## config.mk

```make
export PLATFORM = sky130hd
export DESIGN_NAME = frame_read_scheduler
export DESIGN_NICKNAME = d
export VERILOG_FILES = /design/src/rtl/frame_read_scheduler.sv
export SDC_FILE = /design/constraint.sdc
export NUM_CORES = 1
export LEC_CHECK = 0
export ABC_AREA = 1
export ABC_CLOCK_PERIOD_IN_PS = 3800
export BUFFER_PORTS_ARGS = -buffer_cell sky130_fd_sc_hd__buf_2
export CAP_MARGIN = 20
export CORE_MARGIN = 4
export CORE_UTILIZATION = 30
export DETAILED_ROUTE_END_ITERATION = 10
export GPL_ROUTABILITY_DRIVEN = 0
export GPL_TIMING_DRIVEN = 0
export HOLD_SLACK_MARGIN = 0.05
export PLACE_DENSITY_LB_ADDON = 0.1
export SYNTH_ARGS = -nofsm -noshare
export SYNTH_HDL_FRONTEND = slang
export SYNTH_SLANG_ARGS = --single-unit
```

## constraint.sdc

```tcl
create_clock -name clk -period 3.8 [get_ports clk]
set_input_delay 0.57 -clock clk [delete_from_list [all_inputs] [get_ports clk]]
set_output_delay 0.57 -clock clk [all_outputs]
set_load 0.01 [all_outputs]
```

## src/rtl/frame_read_scheduler.sv

```systemverilog
// Sequences fixed-length DDR burst reads for one frame per vsync into the pixel FIFO,
// and owns the read/write double-buffer selection shared with the PL frame writer.
module frame_read_scheduler #(
  parameter logic [31:0] FRAME_BASE0  = 32'h1000_0000,
  parameter logic [31:0] FRAME_BASE1  = 32'h1010_0000,
  parameter int          H_PIXELS     = 320,
  parameter int          V_LINES      = 240,
  parameter int          BEAT_BYTES   = 8,
  parameter int          BURST_BEATS  = 16,
  parameter int          FIFO_AW      = 10,
  parameter int          FLUSH_CYCLES = 4
) (
  input  logic             clk,
  input  logic             rst,
  input  logic             enable,
  input  logic             vsync_start_pulse,
  input  logic             wr_frame_done,
  input  logic [FIFO_AW:0] fifo_free,
  output logic             fifo_flush,
  output logic             req_valid,
  input  logic             req_ready,
  output logic [31:0]      req_addr,
  output logic [7:0]       req_len,
  input  logic             burst_done,
  output logic             rd_buf_sel,
  output logic             wr_buf_sel,
  output logic             frame_late,
  output logic             busy
);

  localparam int NBURST = H_PIXELS * V_LINES * 2 / (BEAT_BYTES * BURST_BEATS);
  localparam int CW     = (NBURST > 1) ? $clog2(NBURST) : 1;
  localparam int FW     = (FLUSH_CYCLES > 1) ? $clog2(FLUSH_CYCLES) : 1;
  localparam logic [31:0]      BURST_BYTES = 32'(BEAT_BYTES * BURST_BEATS);
  localparam logic [CW-1:0]    LAST_BURST  = CW'(NBURST - 1);
  localparam logic [FW-1:0]    FLUSH_LAST  = FW'(FLUSH_CYCLES - 1);
  localparam logic [FIFO_AW:0] NEED_FREE   = (FIFO_AW+1)'(BURST_BEATS);

  typedef enum logic [2:0] {
    S_IDLE, S_FLUSH, S_WAIT_SPACE, S_ISSUE, S_WAIT_DONE, S_DONE
  } state_t;

  state_t        state_q;
  logic [CW-1:0] burst_cnt_q;
  logic [FW-1:0] flush_cnt_q;
  logic          swap_pend_q, restart_pend_q;
  logic          fifo_flush_q, req_valid_q, rd_buf_sel_q, frame_late_q, busy_q;
  logic [31:0]   req_addr_q;

  logic        vs_late, vs_in_flush, swap_evt, pend_now;
  logic [31:0] next_addr;

  assign vs_late     = vsync_start_pulse &&
                       (state_q == S_WAIT_SPACE || state_q == S_ISSUE || state_q == S_WAIT_DONE);
  assign vs_in_flush = vsync_start_pulse && (state_q == S_FLUSH);
  // A frame starts on any late vsync, or on an on-time vsync while enabled.
  assign swap_evt    = vs_late ||
                       (vsync_start_pulse && enable && (state_q == S_IDLE || state_q == S_DONE));
  assign pend_now    = swap_pend_q | wr_frame_done;
  assign next_addr   = (rd_buf_sel_q ? FRAME_BASE1 : FRAME_BASE0) + 32'(burst_cnt_q) * BURST_BYTES;

  always_ff @(posedge clk or posedge rst) begin
    if (rst) begin
      state_q        <= S_IDLE;
      burst_cnt_q    <= '0;
      flush_cnt_q    <= '0;
      swap_pend_q    <= 1'b0;
      restart_pend_q <= 1'b0;
      fifo_flush_q   <= 1'b0;
      req_valid_q    <= 1'b0;
      req_addr_q     <= '0;
      rd_buf_sel_q   <= 1'b0;
      frame_late_q   <= 1'b0;
      busy_q         <= 1'b0;
    end else begin
      frame_late_q <= vs_late || vs_in_flush;

      // A done pulse coinciding with the swapping vsync is consumed by that swap.
      if (swap_evt && pend_now) begin
        rd_buf_sel_q <= ~rd_buf_sel_q;
        swap_pend_q  <= 1'b0;
      end else if (wr_frame_done) begin
        swap_pend_q  <= 1'b1;
      end

      case (state_q)
        S_IDLE: begin
          if (vsync_start_pulse && enable) begin
            state_q      <= S_FLUSH;
            fifo_flush_q <= 1'b1;
            flush_cnt_q  <= '0;
            busy_q       <= 1'b1;
          end
        end
        S_FLUSH: begin
          burst_cnt_q <= '0;
          if (flush_cnt_q == FLUSH_LAST) begin
            fifo_flush_q <= 1'b0;
            state_q      <= S_WAIT_SPACE;
          end else begin
            flush_cnt_q  <= flush_cnt_q + 1'b1;
          end
        end
        S_WAIT_SPACE: begin
          if (vsync_start_pulse) begin
            // Nothing outstanding, so a late vsync restarts immediately.
            if (enable) begin
              state_q      <= S_FLUSH;
              fifo_flush_q <= 1'b1;
              flush_cnt_q  <= '0;
            end else begin
              state_q <= S_IDLE;
              busy_q  <= 1'b0;
            end
          end else if (fifo_free >= NEED_FREE) begin
            state_q     <= S_ISSUE;
            req_valid_q <= 1'b1;
            req_addr_q  <= next_addr;
          end
        end
        S_ISSUE: begin
          if (vsync_start_pulse) restart_pend_q <= 1'b1;
          if (req_ready) begin
            req_valid_q <= 1'b0;
            state_q     <= S_WAIT_DONE;
          end
        end
        S_WAIT_DONE: begin
          if (burst_done) begin
            if (restart_pend_q || vsync_start_pulse) begin
              restart_pend_q <= 1'b0;
              if (enable) begin
                state_q      <= S_FLUSH;
                fifo_flush_q <= 1'b1;
                flush_cnt_q  <= '0;
              end else begin
                state_q <= S_IDLE;
                busy_q  <= 1'b0;
              end
            end else if (burst_cnt_q == LAST_BURST) begin
              state_q <= S_DONE;
            end else begin
              burst_cnt_q <= burst_cnt_q + 1'b1;
              state_q     <= S_WAIT_SPACE;
            end
          end else if (vsync_start_pulse) begin
            restart_pend_q <= 1'b1;
          end
        end
        S_DONE: begin
          if (vsync_start_pulse) begin
            if (enable) begin
              state_q      <= S_FLUSH;
              fifo_flush_q <= 1'b1;
              flush_cnt_q  <= '0;
            end else begin
              state_q <= S_IDLE;
              busy_q  <= 1'b0;
            end
          end
        end
        default: state_q <= S_IDLE;
      endcase
    end
  end

  assign fifo_flush = fifo_flush_q;
  assign req_valid  = req_valid_q;
  assign req_addr   = req_addr_q;
  assign req_len    = 8'(BURST_BEATS - 1);
  assign rd_buf_sel = rd_buf_sel_q;
  assign wr_buf_sel = ~rd_buf_sel_q;
  assign frame_late = frame_late_q;
  assign busy       = busy_q;

endmodule

```

# Word-level counts from Yosys, hierarchy flattened
# Cells that the tools add are included.
# totals
output_inout_bits,46
in_bits,18
elab_cells,111
regBits,55
# op_classes
reduce_logical,27
n_eq_ne,21
magnitude_cmp,1
n_mux,45
n_bitwise,3
n_addsub,3
# op_table
cell,count
two-way mux 11 bit,3
adder 29 x 18 -> 30 bit,1
two-way mux 3 bit,9
case mux 11 bit (2 select lines),1
two-way mux 21 bit,1
two-way mux 1 bit,19
case mux 3 bit (6 select lines),1
AND reduction 6 bit,3
"!= test 2 bit, second input constant",7
two-way mux 2 bit,6
"adder 11 x 1 -> 11 bit, second input constant",1
"equality test 11 bit, second input constant",1
">= comparator 11 x 5 -> 1 bit, second input constant",1
"!= test 2 x 1 -> 1 bit, second input constant",5
case mux 2 bit (4 select lines),1
AND reduction 4 bit,2
nonzero test 2 bit,4
"equality test 3 x 2 -> 1 bit, second input constant",2
"equality test 3 bit, second input constant",2
logical OR 1 bit,6
"!= test 3 x 2 -> 1 bit, second input constant",2
logical AND 1 bit,5
AND reduction 5 bit,1
case mux 1 bit (2 select lines),2
other kinds (13),14

# Logic depth before layout (Yosys ltp)
# logic_depth
ltp_word,7
ltp_mapped,10
ltp_nobuf,9

# Least setup slack after synthesis
# Ideal clock, no wire load.
# synth_path
kind,input port to flip-flop
startpoint,input vsync_start_pulse
endpoint,register burst_cnt_q[4]
setup_ns,0.118
t_arrival_ns,1.394
cell_stages,8
path_buffers,2
slack_ns,2.288
t_required_ns,3.682
cell_sequence,clkbuf_2 inv_1 nand2_1 nand2_1 nand3_4 buf_6 nand2_1 o21ai_2
# synth_via
elab_chain_cells,3
# synth_lines
element,line,source
start: declaration,16,"input logic vsync_start_pulse,"
logical OR 1 bit,130,if (restart_pend_q || vsync_start_pulse) begin
!= test 2 bit (no line),--,
AND reduction 4 bit (no line),--,
end signal: assignment,143,burst_cnt_q <= burst_cnt_q + 1'b1;
end: declaration,44,logic [CW-1:0] burst_cnt_q;
# Every way passes these cells.
# A chain may end at the register's enable or synchronous reset.

# Final worst setup path
# layout_path
startpoint,register burst_cnt_q[0]
endpoint,register burst_cnt_q[3]
# layout_via
elab_chain_cells,5
word_cells_on_any_way,8
classes_between,add/sub: 1; eq/ne: 2; mux: 4; reduce/logical: 1
# layout_lines
element,line,source
adder 11 x 1 -> 11 bit,143,
two-way mux 11 bit,140,end else if (burst_cnt_q == LAST_BURST) begin
two-way mux 11 bit,130,
two-way mux 11 bit,129,if (burst_done) begin
case mux 11 bit (2 select lines),86,case (state_q)
# Parallel ways exist; a longest one is shown, timed or not. The select of a mux whose other input is x is not followed.

==> results.json <==
{
  "outcome": "complete, no violations",
  "cp_max_fo": 10,
  "critical_path_required_ps": 3970,
  "grt_pass1_wl_um": 9870,
  "layout_min_cycle_time_ps": 1680,
  "grt_max_degree": 37,
  "drtIter0Drc": 87,
  "clk_latency_ps": 280,
  "synthArstFlopShare": 1.00,
  "ys_top_cells_by_count": "nand2_1 (93), inv_1 (41), dfrtp_1 (36), nand3_1 (36), buf_4 (27)",
  "ys_top_cells_by_area": "dfrtp_1 (37%), nand2_1 (14%), buf_4 (8.2%)",
  "worstHoldPathType": "in2async",
  "synth-seq-cells": 36,
  "fin_skew_ps": 6.27,
  "criticalPathCategory": "reg2reg",
  "routed_wl_um": 5720,
  "track_usage": 0.123,
  "synth_compound_area_frac": 0.115,
  "ioPinCount": 64,
  "cts_sinks": 36,
  "dr.pass1.iters": 4,
  "cts_setup_buffers": 0,
  "cp.arrival_ps": 1860,
  "grt.overflow.total": 0,
  "met3_usage": 0.0226,
  "num-nets-final": 416,
  "synthFlopType": "dfrtp_1",
  "seqCellArea_um2": 901,
  "yosys.area.top_type": "dfrtp_1",
  "total_power_mw": 1.71,
  "ys_warn_count": 0,
  "synthMostInstantiatedCell": "nand2_1",
  "irDropWorstVdd_mv": 0.198,
  "coreArea_mm2": 0.00785,
  "avgRoutedWirePerCell_um": 11.5,
  "synth_area_mm2": 0.00246,
  "power-per-cell-area_mw_per_mm2": 585,
  "synth_top_family_by_area": "simple AND/OR/NAND/NOR gates",
  "avgSynthCellArea_um2": 7.39,
  "clk_pin_slew_worst_paths_ps": 70,
  "syn_to_final_growth_pct": 19.0,
  "die_w_um": 98.6,
  "grt_pass1_vias": 2086,
  "numCtsBuffers": 5,
  "cts_root_buf": "clkbuf_8",
  "multi_input_area_mm2": 0.00120,
  "yosys.cell_types.count": 28,
  "n_antenna_cell": 0,
  "ant_nets": 0,
  "grt.met2_usage": 0.202,
  "synthCells": 333,
  "setup_viol": 0,
  "yosysTopAreaCellShare": 0.366,
  "post-dp-hpwl_um": 4340,
  "cts_resized": 0,
  "synth_xor_area_frac": 0,
  "clock_path_buffers": 2,
  "vias": 2133,
  "vias_per_cell": 4.27,
  "antenna_found_initial": 0,
  "drive_above_1_share": 0.292,
  "synth_edf_count": 0,
  "period_share": 0.443,
  "die_h_um": 98.6,
  "use_met1": 0.168,
  "grt_setup_unrepaired": "false",
  "grt_busiest_layer": "met2",
  "initial_core_util": 0.314,
  "drc_errors": 0,
  "fill_cells": 878,
  "rrSetupSlack_ps": 2120,
  "drv_slew": 0,
  "end_kind": "flop",
  "maxSlewHeadroom": 0.469,
  "synthAdderAreaFrac": 0.0102,
  "maxCapViolations": 0,
  "io_buffer_count": 31,
  "tritoncts": "built",
  "yosysSeqAreaShare": 0.366,
  "hold_violations": 0,
  "worstMarginPinSlew_ps": 795,
  "synth.mux.area_fraction": 0,
  "ctsHoldBuffers": 0,
  "max_freq_ghz": 0.594,
  "cp-start-kind": "flop",
  "htree_num_levels": 2,
  "tns_ps": 0,
  "rows": 32,
  "power.leakage_nw": 1.59,
  "die-area_mm2": 0.00972,
  "synthSimpleGateAreaFrac": 0.320
}
==> worst paths after layout <==
path / startpoint / endpoint / cells past startpoint
setup / recovery: burst_cnt_q[0] / burst_cnt_q[3] / 7
min in group clk: req_addr[28] / req_addr[28] / 1
max in group asynchronous: rst / burst_cnt_q[1] / 2
hold / removal: rst / rd_buf_sel / 2
hold reg to reg: req_addr[28] / req_addr[28] / 1
setup reg to reg: burst_cnt_q[0] / burst_cnt_q[3] / 7
==> power by group <==
group	switching [mW]	internal [mW]
Combinational	0.536	0.324
Sequential	0.0717	0.499
Clock	0.135	0.148
==> flip-flops by register name, indices dropped and copies added (netlist names) <==
name,cells
req_addr,13
burst_cnt_q,11
state_q,3
flush_cnt_q,2
busy,1
fifo_flush,1
frame_late,1
rd_buf_sel,1
req_valid,1
restart_pend_q,1
swap_pend_q,1
==> cell type report <==
type / instances / share of cell area
Timing Repair Buffer: 31 / 0.0530
Clock buffer: 8 / 0.0308
Tap cell: 102 / 0.0436
Multi-Input combinational cell: 241 / 0.409
Inverter: 45 / 0.0585
Buffer: 36 / 0.0974
Sequential cell: 36 / 0.308
==> layer usage <==
metal / vias up / share of wire
met2: 44 / 0.47
met4: 0 / 0.011
met1: 965 / 0.48
met3: 6 / 0.042
met5: - / 0
li1: 1118 / -
==> stage by stage <==
step	setup slack, ps	hold WS (ps)	instances	cell area (µm²)	util
3_5_place_dp	2090	458	491	2840	0.362
5_1_grt	1980	493	499	2930	0.373
4_1_cts	2100	469	499	2930	0.373
2_1_floorplan	2290	481	358	2550	-
6_report	2120	438	499	2930	0.373
3_3_place_gp	1750	450	491	2840	0.362
==> logic make-up after synthesis <==
logic type / count (synthesis)
other: 2
adder cells (fa/ha/maj): 2
flip-flops: 36
AO/OA/AOI/OAI: 38
AND/OR/NAND/NOR: 174
buffers and inverters: 81
==> worst max-delay path, stage by stage (launching register included) <==
cell	delay [ps]
dfrtp_1	450
ha_1	260
nand3_1	190
nor2_1	150
nand3_1	150
nand3_4	120
buf_6	190
o21ai_2	70
==> cells in the final DEF, fill, tap and decap left out, types with 8 or more instances in the layout <==
cell     synthesis  layout
nand2_1         93      93
inv_1           41      40
nand3_1         36      36
dfrtp_1         36      36
buf_2            1      32
buf_4           27      27
conb_1           2      27
nor2_1          23      23
o21ai_2         22      22
o21ai_0          8       8
(Power assumes the default switching activity.)
